## config.mk

```make
export PLATFORM = sky130hd
export DESIGN_NAME = ring_output_ctrl_flat
export DESIGN_NICKNAME = d
export VERILOG_FILES = /design/src/rtl/ring_output_ctrl_pkg.sv /design/src/rtl/ring_output_ctrl_if.sv /design/src/rtl/ring_output_ctrl_vc_slot.sv /design/src/rtl/ring_output_ctrl.sv /design/src/flat_wrapper.sv
export SDC_FILE = /design/constraint.sdc
export NUM_CORES = 1
export LEC_CHECK = 0
export CORE_MARGIN = 4
export CORE_UTILIZATION = 35
export CTS_CLUSTER_DIAMETER = 150
export DETAILED_ROUTE_END_ITERATION = 6
export PLACE_DENSITY = 0.71
export SKIP_CTS_REPAIR_TIMING = 1
export SYNTH_ARGS = -nofsm -noshare
export SYNTH_HDL_FRONTEND = slang
export SYNTH_HIERARCHICAL = 1
export SYNTH_SLANG_ARGS = --single-unit
export TNS_END_PERCENT = 20
```

## constraint.sdc

```tcl
create_clock -name clk -period 1.8 [get_ports clk]
set_clock_uncertainty 0.1 [all_clocks]
set_input_delay 0.36 -clock clk [delete_from_list [all_inputs] [get_ports clk]]
set_output_delay 0.36 -clock clk [all_outputs]
set_load 0.02 [all_outputs]
```

## src/rtl/ring_output_ctrl_pkg.sv

```systemverilog
// Shared definitions for the ring router output controller:
// packet field positions, virtual-channel encodings and phase helpers.
package ring_output_ctrl_pkg;

  localparam int RING_DATA_W = 64;
  localparam int RING_VC_BIT = 63;
  localparam int RING_DIR_BIT = 62;
  localparam int RING_HOP_HI = 61;
  localparam int RING_HOP_LO = 56;
  localparam int RING_CNT_W = 16;

  typedef enum logic {
    VC_EVEN = 1'b0,
    VC_ODD  = 1'b1
  } vc_e;

  // The VC that owns the router internals (may be written) in a given phase.
  function automatic vc_e written_vc(input logic polarity);
    return polarity ? VC_ODD : VC_EVEN;
  endfunction

  // The link always serves the VC opposite to the one being written.
  function automatic vc_e served_vc(input logic polarity);
    return polarity ? VC_EVEN : VC_ODD;
  endfunction

endpackage

```

## src/rtl/ring_output_ctrl_if.sv

```systemverilog
// Arbitrator-side write strobes, empty feedback and outbound link of one
// ring output controller, bundled as a single interface.
interface ring_output_ctrl_if #(
  parameter int DATA_W = ring_output_ctrl_pkg::RING_DATA_W,
  parameter int CNT_W  = ring_output_ctrl_pkg::RING_CNT_W
);

  logic              polarity;
  logic [DATA_W-1:0] even_out_data;
  logic              even_out_enable;
  logic [DATA_W-1:0] odd_out_data;
  logic              odd_out_enable;
  logic              even_out_empty;
  logic              odd_out_empty;
  logic              send_out;
  logic [DATA_W-1:0] data_out;
  logic              ready_in;
  logic [CNT_W-1:0]  sent_count;
  logic              protocol_err;

  modport master (
    output polarity,
    output even_out_data,
    output even_out_enable,
    output odd_out_data,
    output odd_out_enable,
    output ready_in,
    input  even_out_empty,
    input  odd_out_empty,
    input  send_out,
    input  data_out,
    input  sent_count,
    input  protocol_err
  );

  modport slave (
    input  polarity,
    input  even_out_data,
    input  even_out_enable,
    input  odd_out_data,
    input  odd_out_enable,
    input  ready_in,
    output even_out_empty,
    output odd_out_empty,
    output send_out,
    output data_out,
    output sent_count,
    output protocol_err
  );

endinterface

```

## src/rtl/ring_output_ctrl_vc_slot.sv

```systemverilog
// One-deep packet buffer for a single virtual channel: holds the data,
// the full flag, a registered empty flag and the write-legality check.
module vc_slot
  import ring_output_ctrl_pkg::*;
#(
  parameter int  DATA_W = RING_DATA_W,
  parameter int  VC_BIT = RING_VC_BIT,
  parameter vc_e VC_ID  = VC_EVEN
) (
  input  logic              clk,
  input  logic              reset,
  input  logic              i_phase_ok,
  input  logic              i_wr_en,
  input  logic [DATA_W-1:0] i_wr_data,
  input  logic              i_clear,
  output logic              o_full,
  output logic              o_empty,
  output logic [DATA_W-1:0] o_data,
  output logic              o_err
);

  logic              r_full;
  logic              r_empty;
  logic [DATA_W-1:0] r_data;

  logic w_accept;
  logic w_vc_mismatch;
  logic w_full_next;

  // Clear and accept are mutually exclusive: clear needs a full slot, accept an empty one.
  always_comb begin
    w_accept      = i_wr_en && i_phase_ok && !r_full;
    w_vc_mismatch = i_wr_data[VC_BIT] != VC_ID;
    w_full_next   = r_full;
    if (i_clear) begin
      w_full_next = 1'b0;
    end else if (w_accept) begin
      w_full_next = 1'b1;
    end
  end

  // A mismatched VC bit still stores the packet; only the flag is raised.
  assign o_err = i_wr_en && (!w_accept || w_vc_mismatch);

  always_ff @(posedge clk) begin
    if (reset) begin
      r_full  <= 1'b0;
      r_empty <= 1'b1;
      r_data  <= '0;
    end else begin
      r_full  <= w_full_next;
      r_empty <= !w_full_next;
      if (w_accept) begin
        r_data <= i_wr_data;
      end
    end
  end

  assign o_full  = r_full;
  assign o_empty = r_empty;
  assign o_data  = r_data;

endmodule

```

## src/rtl/ring_output_ctrl.sv

```systemverilog
// Per-direction output controller of a ring router: two VC slots drained
// onto one link, time-multiplexed by the global polarity.
module ring_output_ctrl
  import ring_output_ctrl_pkg::*;
#(
  parameter int DATA_W = RING_DATA_W,
  parameter int VC_BIT = RING_VC_BIT,
  parameter int CNT_W  = RING_CNT_W
) (
  input logic               clk,
  input logic               reset,
  ring_output_ctrl_if.slave bus
);

  logic              r_send;
  logic [DATA_W-1:0] r_data;
  logic [CNT_W-1:0]  r_count;
  logic              r_err;

  vc_e               w_served_vc;
  logic              w_served_full;
  logic [DATA_W-1:0] w_served_data;
  logic              w_send;
  logic              w_even_phase_ok;
  logic              w_odd_phase_ok;
  logic              w_clear_even;
  logic              w_clear_odd;
  logic              w_even_full;
  logic              w_odd_full;
  logic              w_even_empty;
  logic              w_odd_empty;
  logic [DATA_W-1:0] w_even_data;
  logic [DATA_W-1:0] w_odd_data;
  logic              w_even_err;
  logic              w_odd_err;

  assign w_even_phase_ok = written_vc(bus.polarity) == VC_EVEN;
  assign w_odd_phase_ok  = written_vc(bus.polarity) == VC_ODD;
  assign w_served_vc     = served_vc(bus.polarity);

  always_comb begin
    w_served_full = w_odd_full;
    w_served_data = w_odd_data;
    if (w_served_vc == VC_EVEN) begin
      w_served_full = w_even_full;
      w_served_data = w_even_data;
    end
  end

  assign w_send       = w_served_full && bus.ready_in;
  assign w_clear_even = w_send && (w_served_vc == VC_EVEN);
  assign w_clear_odd  = w_send && (w_served_vc == VC_ODD);

  vc_slot #(
    .DATA_W (DATA_W),
    .VC_BIT (VC_BIT),
    .VC_ID  (VC_EVEN)
  ) u_even_slot (
    .clk        (clk),
    .reset      (reset),
    .i_phase_ok (w_even_phase_ok),
    .i_wr_en    (bus.even_out_enable),
    .i_wr_data  (bus.even_out_data),
    .i_clear    (w_clear_even),
    .o_full     (w_even_full),
    .o_empty    (w_even_empty),
    .o_data     (w_even_data),
    .o_err      (w_even_err)
  );

  vc_slot #(
    .DATA_W (DATA_W),
    .VC_BIT (VC_BIT),
    .VC_ID  (VC_ODD)
  ) u_odd_slot (
    .clk        (clk),
    .reset      (reset),
    .i_phase_ok (w_odd_phase_ok),
    .i_wr_en    (bus.odd_out_enable),
    .i_wr_data  (bus.odd_out_data),
    .i_clear    (w_clear_odd),
    .o_full     (w_odd_full),
    .o_empty    (w_odd_empty),
    .o_data     (w_odd_data),
    .o_err      (w_odd_err)
  );

  // data_out holds the last packet between sends; the counter sticks at all-ones.
  always_ff @(posedge clk) begin
    if (reset) begin
      r_send  <= 1'b0;
      r_data  <= '0;
      r_count <= '0;
      r_err   <= 1'b0;
    end else begin
      r_send <= w_send;
      if (w_send) begin
        r_data <= w_served_data;
        if (!(&r_count)) begin
          r_count <= r_count + CNT_W'(1);
        end
      end
      if (w_even_err || w_odd_err) begin
        r_err <= 1'b1;
      end
    end
  end

  assign bus.even_out_empty = w_even_empty;
  assign bus.odd_out_empty  = w_odd_empty;
  assign bus.send_out       = r_send;
  assign bus.data_out       = r_data;
  assign bus.sent_count     = r_count;
  assign bus.protocol_err   = r_err;

endmodule
```

## src/flat_wrapper.sv

```systemverilog
// flat-port wrapper written by rule: the top's interface ports become plain ports
module ring_output_ctrl_flat import ring_output_ctrl_pkg::*;
#(
  parameter int DATA_W = RING_DATA_W,
  parameter int VC_BIT = RING_VC_BIT,
  parameter int CNT_W  = RING_CNT_W
)
  (clk, reset, bus_polarity, bus_even_out_data, bus_even_out_enable, bus_odd_out_data, bus_odd_out_enable, bus_ready_in, bus_even_out_empty, bus_odd_out_empty, bus_send_out, bus_data_out, bus_sent_count, bus_protocol_err);
  ring_output_ctrl_if #(.DATA_W(DATA_W), .CNT_W(CNT_W)) bus_i ();
  input logic clk;
  input logic reset;
  input wire logic [$bits(bus_i.polarity)-1:0] bus_polarity;
  input wire logic [$bits(bus_i.even_out_data)-1:0] bus_even_out_data;
  input wire logic [$bits(bus_i.even_out_enable)-1:0] bus_even_out_enable;
  input wire logic [$bits(bus_i.odd_out_data)-1:0] bus_odd_out_data;
  input wire logic [$bits(bus_i.odd_out_enable)-1:0] bus_odd_out_enable;
  input wire logic [$bits(bus_i.ready_in)-1:0] bus_ready_in;
  output wire logic [$bits(bus_i.even_out_empty)-1:0] bus_even_out_empty;
  output wire logic [$bits(bus_i.odd_out_empty)-1:0] bus_odd_out_empty;
  output wire logic [$bits(bus_i.send_out)-1:0] bus_send_out;
  output wire logic [$bits(bus_i.data_out)-1:0] bus_data_out;
  output wire logic [$bits(bus_i.sent_count)-1:0] bus_sent_count;
  output wire logic [$bits(bus_i.protocol_err)-1:0] bus_protocol_err;
  assign bus_i.polarity = bus_polarity;
  assign bus_i.even_out_data = bus_even_out_data;
  assign bus_i.even_out_enable = bus_even_out_enable;
  assign bus_i.odd_out_data = bus_odd_out_data;
  assign bus_i.odd_out_enable = bus_odd_out_enable;
  assign bus_i.ready_in = bus_ready_in;
  assign bus_even_out_empty = bus_i.even_out_empty;
  assign bus_odd_out_empty = bus_i.odd_out_empty;
  assign bus_send_out = bus_i.send_out;
  assign bus_data_out = bus_i.data_out;
  assign bus_sent_count = bus_i.sent_count;
  assign bus_protocol_err = bus_i.protocol_err;
  ring_output_ctrl #(.DATA_W(DATA_W), .VC_BIT(VC_BIT), .CNT_W(CNT_W)) u_core (.clk(clk), .reset(reset), .bus(bus_i));
endmodule
```

## Word-level counts from Yosys, hierarchy flattened

Index checks and enable logic that the tools add are counted.
Widths: inputs -> output; s select.

- Add/sub/neg operators: 1
- Muxes and demuxes: 8
- Bitwise logic cells: 3
- Reduce and logical (&&, ||, !) cells: 20

Operators by type and width:

| kind | number |
|---|---|
| $mux 64 | 1 |
| $add 16x1->16 const B | 1 |
| $reduce_and 16->1 | 1 |
| $logic_and 1x1->1 | 9 |
| $mux 1 | 7 |
| $logic_not 1->1 | 6 |
| $logic_or 1x1->1 | 3 |
| $not 1->1 | 3 |
| $reduce_and 2->1 | 1 |

- Bits in registers: 214
- Output and inout port bits: 84
- Word-level logic and storage cells: 42

## Logic depth before layout (Yosys ltp)

Gate-level depths: netlist (run 1).

- Depth after elaboration: 8
- Depth in mapped cells: 6
- Gate-level depth less buffers: 5

## Modules after synthesis

The synthesis (run 1) kept the hierarchy.

Modules (own cells, without submodules):

| module | instances | cells an instance | area each (µm²) | sequential area each (µm²) |
|---|---|---|---|---|
| ring_output_ctrl | 1 | 465 | 3652.3 | 1641.6 |
| vc_slot (u_core.u_odd_slot) | 1 | 286 | 2934.1 | 1321.3 |
| vc_slot (u_core.u_even_slot) | 1 | 285 | 2932.8 | 1321.3 |

## Worst setup path after synthesis (run 1)

Ideal clock, no wire load.

- Kind: register to register
- Start point: register u_core.r_count[0], in the netlist u_core/bus.sent_count[0]
- End point: register u_core.r_count[13], in the netlist u_core/bus.sent_count[13]
- Arrival time: 1.691 ns
- Required time: 1.579 ns
- Slack: -0.112 ns
- Cell stages (with the launch flop): 7
- Buffers on the path: 1
- Clock period less this slack: 1.912 ns
- Cells stage by stage: dfxtp_1 > ha_1 > nand3_1 > nor4_4 > buf_6 > nor3_2 > mux2_4

- Longest elaborated chain between the ends: 3

RTL lines:

| item | line | text |
|---|---|---|
| start, declared | ring_output_ctrl.sv:17 | `logic [CNT_W-1:0] r_count;` |
| start signal, assigned | ring_output_ctrl.sv:100 | `r_count <= r_count + CNT_W'(1);` |
| parallel branches: the longest is 3 deep, another holds $add 16x1->16 | -- |  |

Several ways; the timed one is not identified.
A chain may end at the register's enable or synchronous reset.

## Worst setup path after layout (run 1)

- Start point: register u_core.r_count[0], in the netlist u_core/bus.sent_count[0]
- End point: register u_core.r_count[11], in the netlist u_core/bus.sent_count[11]

Same word-level chain as after synthesis.

==> metrics, run 1 <==
status=completed; Final min period=1.785 ns; Site Rows=60; fin util=0.4934; Cell Count, Final, Fillers Out=1597; total gr overflow=0; cell-internal power=8.415 mW; Sw Share=0.2344; layout cells sized above 1=0.08845; final WL=25740 microns; Initial Util=0.3542; Placer Congestion=0.8163; area fraction of the dominant cell type after synthesis=0.4501; DRC errors left=0; Flop pwr share=0.455; vias=7776; CP max FO=14; Final ANT Viol Nets=0; total of max-cap violations=0; Final Setup Violations=0; Hold WS=0.1598 ns; post-synthesis instance total=1036; CP Launch Type=flop; largest net degree at the start of global routing=87; Placed Cells=1552; die width=172.9 microns; Root Buffer=clkbuf_16; Rel. slew slack=0.7869; Ys Warns=6; largest delay contributor family on the critical path=simple AND/OR/NAND/NOR gates; # nets final=1372; reg2reg setup slack=0.01 ns; net switching power=2.576 mW; CTS max path bufs=3; Clock transition at path regs=0.06 ns; pwr dens=828.8 mW/mm^2; DRT iter0 DRCs=488; fillers=2474; count leader, synth=nand2b_1; Slew Viols, Final=0; post-synthesis cell area=0.009519 sq mm; crit-path max cell delay=0.34 ns; Core Region=0.02688 sq mm; total die area=0.02990 sq mm; die height=172.9 microns; initial antenna violation count=2; Worst Max-Slew Pin Slew=0.3192 ns; post-place instance area=0.01222 sq mm; Synth Net Count=1171; fin area=0.01326 sq mm; IO Count=218; Post-synth top cells=256 x nand2b_1, 214 x dfxtp_1, 135 x nand2_1, 128 x mux2i_1; VDD IR max=0.0005653 V; total track usage=0.1656; clock latency on the worst-skew pair=0.52 ns; CP Data Required Time=2.08 ns; Synth area leader=dfxtp_1; Worst path slowest cell=nor4_4; crit-path cells=ha_2, nand3_2, nor4_4, buf_12, nor4b_2, mux2_1; Final Hold Vio Count=0; IO buf count=217; Leakage=6.047 nW; Seq cells post-synth=214; Bufs and invs on worst path=1; Setup CP Type=flop to flop; Fmax=560.1 MHz; H-tree depth=1; TritonCTS clock tree=yes; Pre-antenna DRT Iters=5; Routed WL per cell=16.12 microns; Crit. End Element=flop; Synth cell types=41; Period Utilization, post-route=0.9918; synthesized area per cell=9.188 sq um; unrepaired setup endpoints after global routing=yes; combinational power share=0.106; Critical Path AT=2.07 ns; vias in the first global route=7956; CTS Sinks=214; Async S/R FF share, synth=0; Vias/cell=4.869; dpl hpwl=16760 microns; main flop type after synthesis=dfxtp_1; clock network power share=0.439; Worst Hold Class=input pin to flop; global-route wire length before repair=41890 microns; Seq/Total Area, Yosys=0.4501; synth top area cells=dfxtp_1 45%, nand2b_1 17%, mux2i_1 13%; CTS Buf Count=24; Area growth, synth to finish=39.31%; Post-synth EDFFs=0
==> cells by family (layout without fill, tap and decap cells) <==
group,after synthesis,after routing,synth area share
buf+inv,86,305,0.04798
other cells,0,1,0
fa+ha+maj,1,1,0.001314
compound gates,88,88,0.05665
mux,135,135,0.1441
simple gates,512,512,0.3000
flops,214,214,0.4501
==> final timing paths <==
kind / start / end / cells past startpoint
worst max-delay path: u_core/bus.sent_count[0] / u_core/bus.sent_count[11] / 6
worst min-delay path: reset / u_core/bus.send_out / 2
worst max register to register: u_core/bus.sent_count[0] / u_core/bus.sent_count[11] / 6
worst min register to register: u_core/u_even_slot/o_data[37] / u_core/bus.data_out[37] / 2
==> layer usage <==
metal | vias to the layer above | routed length [microns] | track usage
met5 | - | 11 | 0
met4 | 2 | 449 | 0.03824
met3 | 42 | 1765 | 0.04504
met2 | 211 | 12330 | 0.2843
met1 | 3626 | 11190 | 0.2083
li1 | 3895 | - | -
==> cell type report <==
| type | instances | area, sq um | share of cell area |
|---|---|---|---|
| Antenna cell | 1 | 2.502 | 0.0001887 |
| Clock buffer | 34 | 698.2 | 0.05265 |
| Clock inverter | 10 | 92.59 | 0.006982 |
| Inverter | 5 | 18.77 | 0.001415 |
| Multi-Input combinational cell | 736 | 4828 | 0.3641 |
| Sequential cell | 214 | 4290 | 0.3235 |
| Tap cell | 341 | 426.7 | 0.03217 |
| Timing Repair Buffer | 256 | 2904 | 0.2190 |
==> state kept, by name, summed over array words and instances, names as in the netlist <==
| name | flops |
|---|---|
| u_core/u_odd_slot/o_empty | 1 |
| u_core/bus.sent_count | 16 |
| u_core/bus.protocol_err | 1 |
| u_core/u_odd_slot/o_full | 1 |
| u_core/u_even_slot/o_empty | 1 |
| u_core/u_odd_slot/o_data | 64 |
| u_core/bus.data_out | 64 |
| u_core/bus.send_out | 1 |
| u_core/u_even_slot/o_full | 1 |
| u_core/u_even_slot/o_data | 64 |
==> metrics by stage <==
step / setup WS (ns) / power [mW] / TNS [ns]
finish: 0.01470 / 10.99 / 0
global route: -0.05775 / 11.44 / -0.1833
CTS: -0.4615 / 11.18 / -16.12
detailed placement: -0.3403 / 6.284 / -42.11
global placement: -0.3296 / 6.267 / -38.37
floorplan: 0.001229 / 5.715 / 0
==> worst register-to-register path: stages (launching register included) <==
cell,delay (ns)
dfxtp_2,0.33
ha_2,0.22
nand3_2,0.10
nor4_4,0.34
buf_12,0.18
nor4b_2,0.06
mux2_1,0.33
==> placed cells by master, fill, tap and decap left out, drive strengths merged, types with 7 or more instances in the layout <==
| master | instances |
|---|---|
| clkbuf | 35 |
| dfxtp | 214 |
| buf | 39 |
| clkdlybuf4s50 | 132 |
| nand2b | 256 |
| nand3 | 67 |
| dlymetal6s2s | 84 |
| clkinv | 7 |
| nor3 | 7 |
| nand2 | 135 |
| a31oi | 65 |
| nor2 | 9 |
| or3 | 7 |
| mux2i | 128 |
| a21oi | 12 |
| mux2 | 7 |
==> power by group through the flow <==
stage                     clock network [mW]  registers (mW)  logic [mW]
final                                   4.82            5.00        1.17
after CTS                               4.99            5.00        1.19
after global placement                     0            5.10        1.17
after floorplan                            0            5.11       0.605
after detailed placement                   0            5.11        1.18
after global routing                    5.16            5.02        1.27
Power figures use the tool's default switching activity.
==> run 2: changes to the inputs <==
Settings changed: DONT_BUFFER_PORTS from default to 1, PLACE_DENSITY 0.71 to 0.61.
==> run 2 against run 1 <==
Core utilization fell by 0.71 points. Global-route usage fell by 1.3 points. Routed wire length rose by 8.1%. Sequential share of layout area rose by 0.45 points. Non-clock buffer count increased by 10. First-iteration DRC count shrank 17%. Sequential cell count stayed put. Via count is 4.0% higher. Die area stayed put. Largest power group unchanged. Largest cell class unchanged.
==> metrics, run 2 (synthesis results as in run 1) <==
status=completed; Initial Util=0.3542; crit-path cells=and3_2, or3_1, dlygate4sd3_1; Area growth, synth to finish=37.30%; Fmax=571.5 MHz; Final Setup Violations=0; IO Count=218; layout cells sized above 1=0.07978; CTS max path bufs=3; Routed WL per cell=17.30 microns; Worst path slowest cell=dlygate4sd3_1; DRT iter0 DRCs=405; dpl hpwl=14860 microns; largest delay contributor family on the critical path=simple AND/OR/NAND/NOR gates; VDD IR max=0.0005264 V; Total Neg Setup Slack=0 ns; most frequent cells in the layout=256 x nand2b_1, 234 x dlygate4sd3_1, 211 x dfxtp_1; vias=8089; largest net degree at the start of global routing=349; total die area=0.02990 sq mm; most common cell after layout, fill and taps aside=nand2b_1; total of max-cap violations=0; Worst Hold Class=input pin to flop; Core Region=0.02688 sq mm; fin area=0.01307 sq mm; final WL=27820 microns; Vias/cell=5.030; pre-CTS WS=0.02694 ns; Worst Max-Slew Pin Slew=0.8039 ns; Site Rows=60; # nets final=1383; IO buf count=0; die height=172.9 microns; die width=172.9 microns; Rel. slew slack=0.4641; Final min period=1.750 ns; CTS Buf Count=25; clock latency on the worst-skew pair=0.52 ns; crit-path max cell delay=0.55 ns; Slew Viols, Final=0; CP Data Required Time=2.11 ns; CP max FO=5; Final ANT Viol Nets=0; Placer Congestion=0.7596; global-route wire length before repair=38050 microns; Crit. End Element=flop; Period Utilization, post-route=0.9721; DRC errors left=0; Placed Cells=1327; Leakage=4.428 nW; CP Launch Type=flop; Cell Count, Final, Fillers Out=1608; CTS Sinks=214; total gr overflow=0; unrepaired setup endpoints after global routing=yes; Bufs and invs on worst path=1; fin worst setup slack=0.05025 ns; initial antenna violation count=1; Final Hold Vio Count=0; Root Buffer=clkbuf_16; vias in the first global route=6769; H-tree depth=1; Clock transition at path regs=0.06 ns; Setup CP Type=flop to flop; pwr dens=851.1 mW/mm^2; TritonCTS clock tree=yes; Pre-antenna DRT Iters=4; total track usage=0.1524; Critical Path AT=2.05 ns; post-place instance area=0.009849 sq mm
==> run 2: cell count changes in the layout (fill, tap and decap cells not counted), sizes merged <==
cell	delta
dlymetal6s2s	-84
bufinv	+1
clkinv	+2
clkdlybuf4s50	-132
buf	-7
clkbuf	-6
dlygate4sd3	+234
clkinvlp	+3
==> run 2: final cells by class <==
| type | count | area [sq um] |
|---|---|---|
| flip-flops and latches | 214 | 4288 |
| clock inverters | 16 | 158.9 |
| well taps | 341 | 426.7 |
| diodes | 1 | 2.502 |
| clock buffers | 29 | 660.6 |
| fillers | 2423 | 13810 |
| multi-input cells | 736 | 4813 |
| inverters | 5 | 18.77 |
| repair buffers | 266 | 2701 |
==> run 2: worst reg2reg max path: stages (launching register included) <==
cell	delay, ns
dfxtp_1	0.35
and3_2	0.27
or3_1	0.36
dlygate4sd3_1	0.55
==> run 2: path summary, 6_finish.rpt <==
kind	from	to	slack [ns]	cells after the start
min	reset	u_core/bus.sent_count[10]	0.01	2
max	u_core/u_even_slot/o_full	u_core/u_even_slot/o_empty	0.05	3
max reg2reg	u_core/u_even_slot/o_full	u_core/u_even_slot/o_empty	0.05	3
min reg2reg	u_core/u_even_slot/o_data[47]	u_core/bus.data_out[47]	0.36	2
==> run 2: where the power goes <==
part,leakage (nW),switching [mW],internal [mW],total (mW)
sequential,1.74,0.123,4.91,5.03
clock,0.397,2.08,2.94,5.01
combinational,2.29,0.446,0.631,1.08
==> run 2: stage by stage <==
stage	total power, mW	util	hold slack, ns
floorplan	5.715	-	0.3468
finish	11.12	0.4863	0.01053
global placement	5.781	0.3665	0.3454
CTS	10.85	0.3970	-0.2060
global route	11.56	0.4863	-0.08212
detailed placement	5.798	0.3665	0.3490
==> run 2: per-layer routing <==
layer	global-route usage	part of all wire	wire length (microns)	vias up
met2	0.2523	0.49	13760	236
met3	0.05181	0.062	1735	34
li1	-	-	-	3924
met4	0.03791	0.019	518	0
met5	0	0	0	-
met1	0.1921	0.42	11810	3895
==> run 3: changes to the inputs <==
Settings changed: CTS_CLUSTER_SIZE from default to 20, PLACE_DENSITY 0.61 to default, PLACE_DENSITY_LB_ADDON from default to 0.1.
==> run 3 against run 2 <==
The run now ends with negative hold slack left. First-iteration DRC count is 20% lower. Final cell count is 7.1% lower. Routed wire length is 7.8% lower.
==> metrics, run 3 (synthesis results as in run 1) <==
Leakage=4.035 nW; Root Buffer=clkbuf_16; Final min period=1.730 ns; Period Utilization, post-route=0.9610; IO Count=218; R2R depth=6; Worst Max-Slew Pin Slew=0.4320 ns; GR peak layer=met2; Placer Congestion=0.7395; combinational power share=0.102; Placed Cells=1332; vias in the first global route=6701; Worst Hold Class=input pin to flop; DRT iter0 DRCs=324; total die area=0.02990 sq mm; Final ANT Viol Nets=0; global-route wire length before repair=39450 microns; CP Data Required Time=2.07 ns; Initial Util=0.3542; M3 GR Usage=0.05444; Crit. End Element=flop; CTS max path bufs=3; layout cells sized above 1=0.07465; Rel. slew slack=0.7120; cell-internal power=6.938 mW; Clock transition at path regs=0.09 ns; most frequent cells in the layout=256 x nand2b_1, 207 x dfxtp_1, 145 x dlygate4sd3_1; dpl hpwl=15250 microns; CTS Buf Count=14; Total Neg Setup Slack=0 ns; Site Rows=60; Reg area=0.004293 sq mm; VDD IR max=0.0004622 V; total of max-cap violations=0; Pre-antenna DRT Iters=5; post-place instance area=0.009932 sq mm; largest net degree at the start of global routing=349; vias=7305; clock latency on the worst-skew pair=0.48 ns; Routed WL per cell=17.16 microns; net switching power=2.179 mW; pwr dens=771.3 mW/mm^2; CTS Sinks=214; fillers=2619; die height=172.9 microns; PnR Total Power=9.117 mW; unrepaired setup endpoints after global routing=yes; total track usage=0.1587; fin area=0.01182 sq mm; CP Launch Type=flop; violated checks=negative hold slack; Cell Count, Final, Fillers Out=1494; Flop pwr share=0.551; Hold Crit Depth=1; Sw Share=0.2390; total gr overflow=0; Critical Path AT=2.00 ns; H-tree depth=1; worst reg2reg startpoint=u_core/bus.sent_count[1]; hold wc startpoint=reset; met2 GRT Util=0.2578; DRC errors left=0; FF-to-FF End=u_core/bus.sent_count[11]; Area growth, synth to finish=24.17%; Final Hold Vio Count=39; Setup CP Type=flop to flop; most common cell after layout, fill and taps aside=nand2b_1; initial antenna violation count=1; Hold WS=-0.09415 ns; reg2reg setup slack=0.07 ns; # nets final=1287; Multi-input gate area=0.004836 sq mm; grt met1 use=0.2095; Critical Path Source=u_core/bus.sent_count[1]; Worst Hold Endpoint=u_core/bus.data_out[56]; Slew Viols, Final=0; Final Setup Violations=0; final WL=25640 microns; die width=172.9 microns; status=finished with violations; IO buf count=0; Fmax=578.1 MHz; Core Region=0.02688 sq mm; TritonCTS clock tree=yes; clock network power share=0.348; CP max FO=5; Vias/cell=4.890
## run 3: cell count changes in the layout (fill, tap and decap cells not counted), sizes merged
| cell | change |
|---|---|
| buf | +4 |
| clkinv | -8 |
| clkbuf | -14 |
| bufinv | -2 |
| dlygate4sd3 | -89 |
| clkinvlp | -4 |
| inv | -1 |
## run 3: layout make-up
class | count | share of cell area
multi-input cells | 736 | 0.4091
flip-flops and latches | 214 | 0.3632
repair buffers | 181 | 0.1573
well taps | 341 | 0.03610
clock buffers | 15 | 0.03176
inverters | 5 | 0.001588
clock inverters | 1 | 0.0007410
diodes | 1 | 0.0002117
## run 3: worst max-delay path by stage
stage                                            to  slack [ns]  depth (start not counted)
after floorplan           u_core/bus.sent_count[13]       0.001                          5
after global placement    u_core/bus.sent_count[15]        0.02                          6
after detailed placement  u_core/bus.sent_count[10]        0.02                          5
after CTS                 u_core/bus.sent_count[10]     -0.0001                          5
after global routing      u_core/bus.sent_count[11]      -0.008                          6
final                     u_core/bus.sent_count[11]        0.07                          6
## run 3: power groups by stage
| stage | Combinational, mW | Sequential [mW] | Clock (mW) |
|---|---|---|---|
| after floorplan | 0.605 | 5.11 | 0 |
| after global placement | 0.674 | 5.13 | 0 |
| after detailed placement | 0.682 | 5.13 | 0 |
| after CTS | 0.685 | 5.02 | 3.33 |
| after global routing | 1.01 | 5.05 | 3.49 |
| final | 0.926 | 5.02 | 3.17 |
## run 3: worst max-delay path, cell delays in order (launching register included)
cell,delay (ns)
dfxtp_2,0.37
ha_4,0.15
nand3_2,0.09
nor4_4,0.35
buf_4,0.20
nor4b_2,0.05
mux2_1,0.30
## run 3: per-layer routing
layer	routed length, microns	part of all wire
met1	11900	0.46
met2	11820	0.46
met3	1569	0.061
met4	357	0.014
met5	0	0
## run 3: stage by stage
| step | hold WS (ns) | util | worst slack (ns) |
|---|---|---|---|
| floorplan | 0.3468 | - | 0.001229 |
| global placement | 0.3502 | 0.3696 | 0.02297 |
| detailed placement | 0.3523 | 0.3696 | 0.02005 |
| CTS | -0.1522 | 0.3838 | -0.0001379 |
| global route | -0.1544 | 0.4398 | -0.008365 |
| finish | -0.09415 | 0.4398 | 0.07019 |
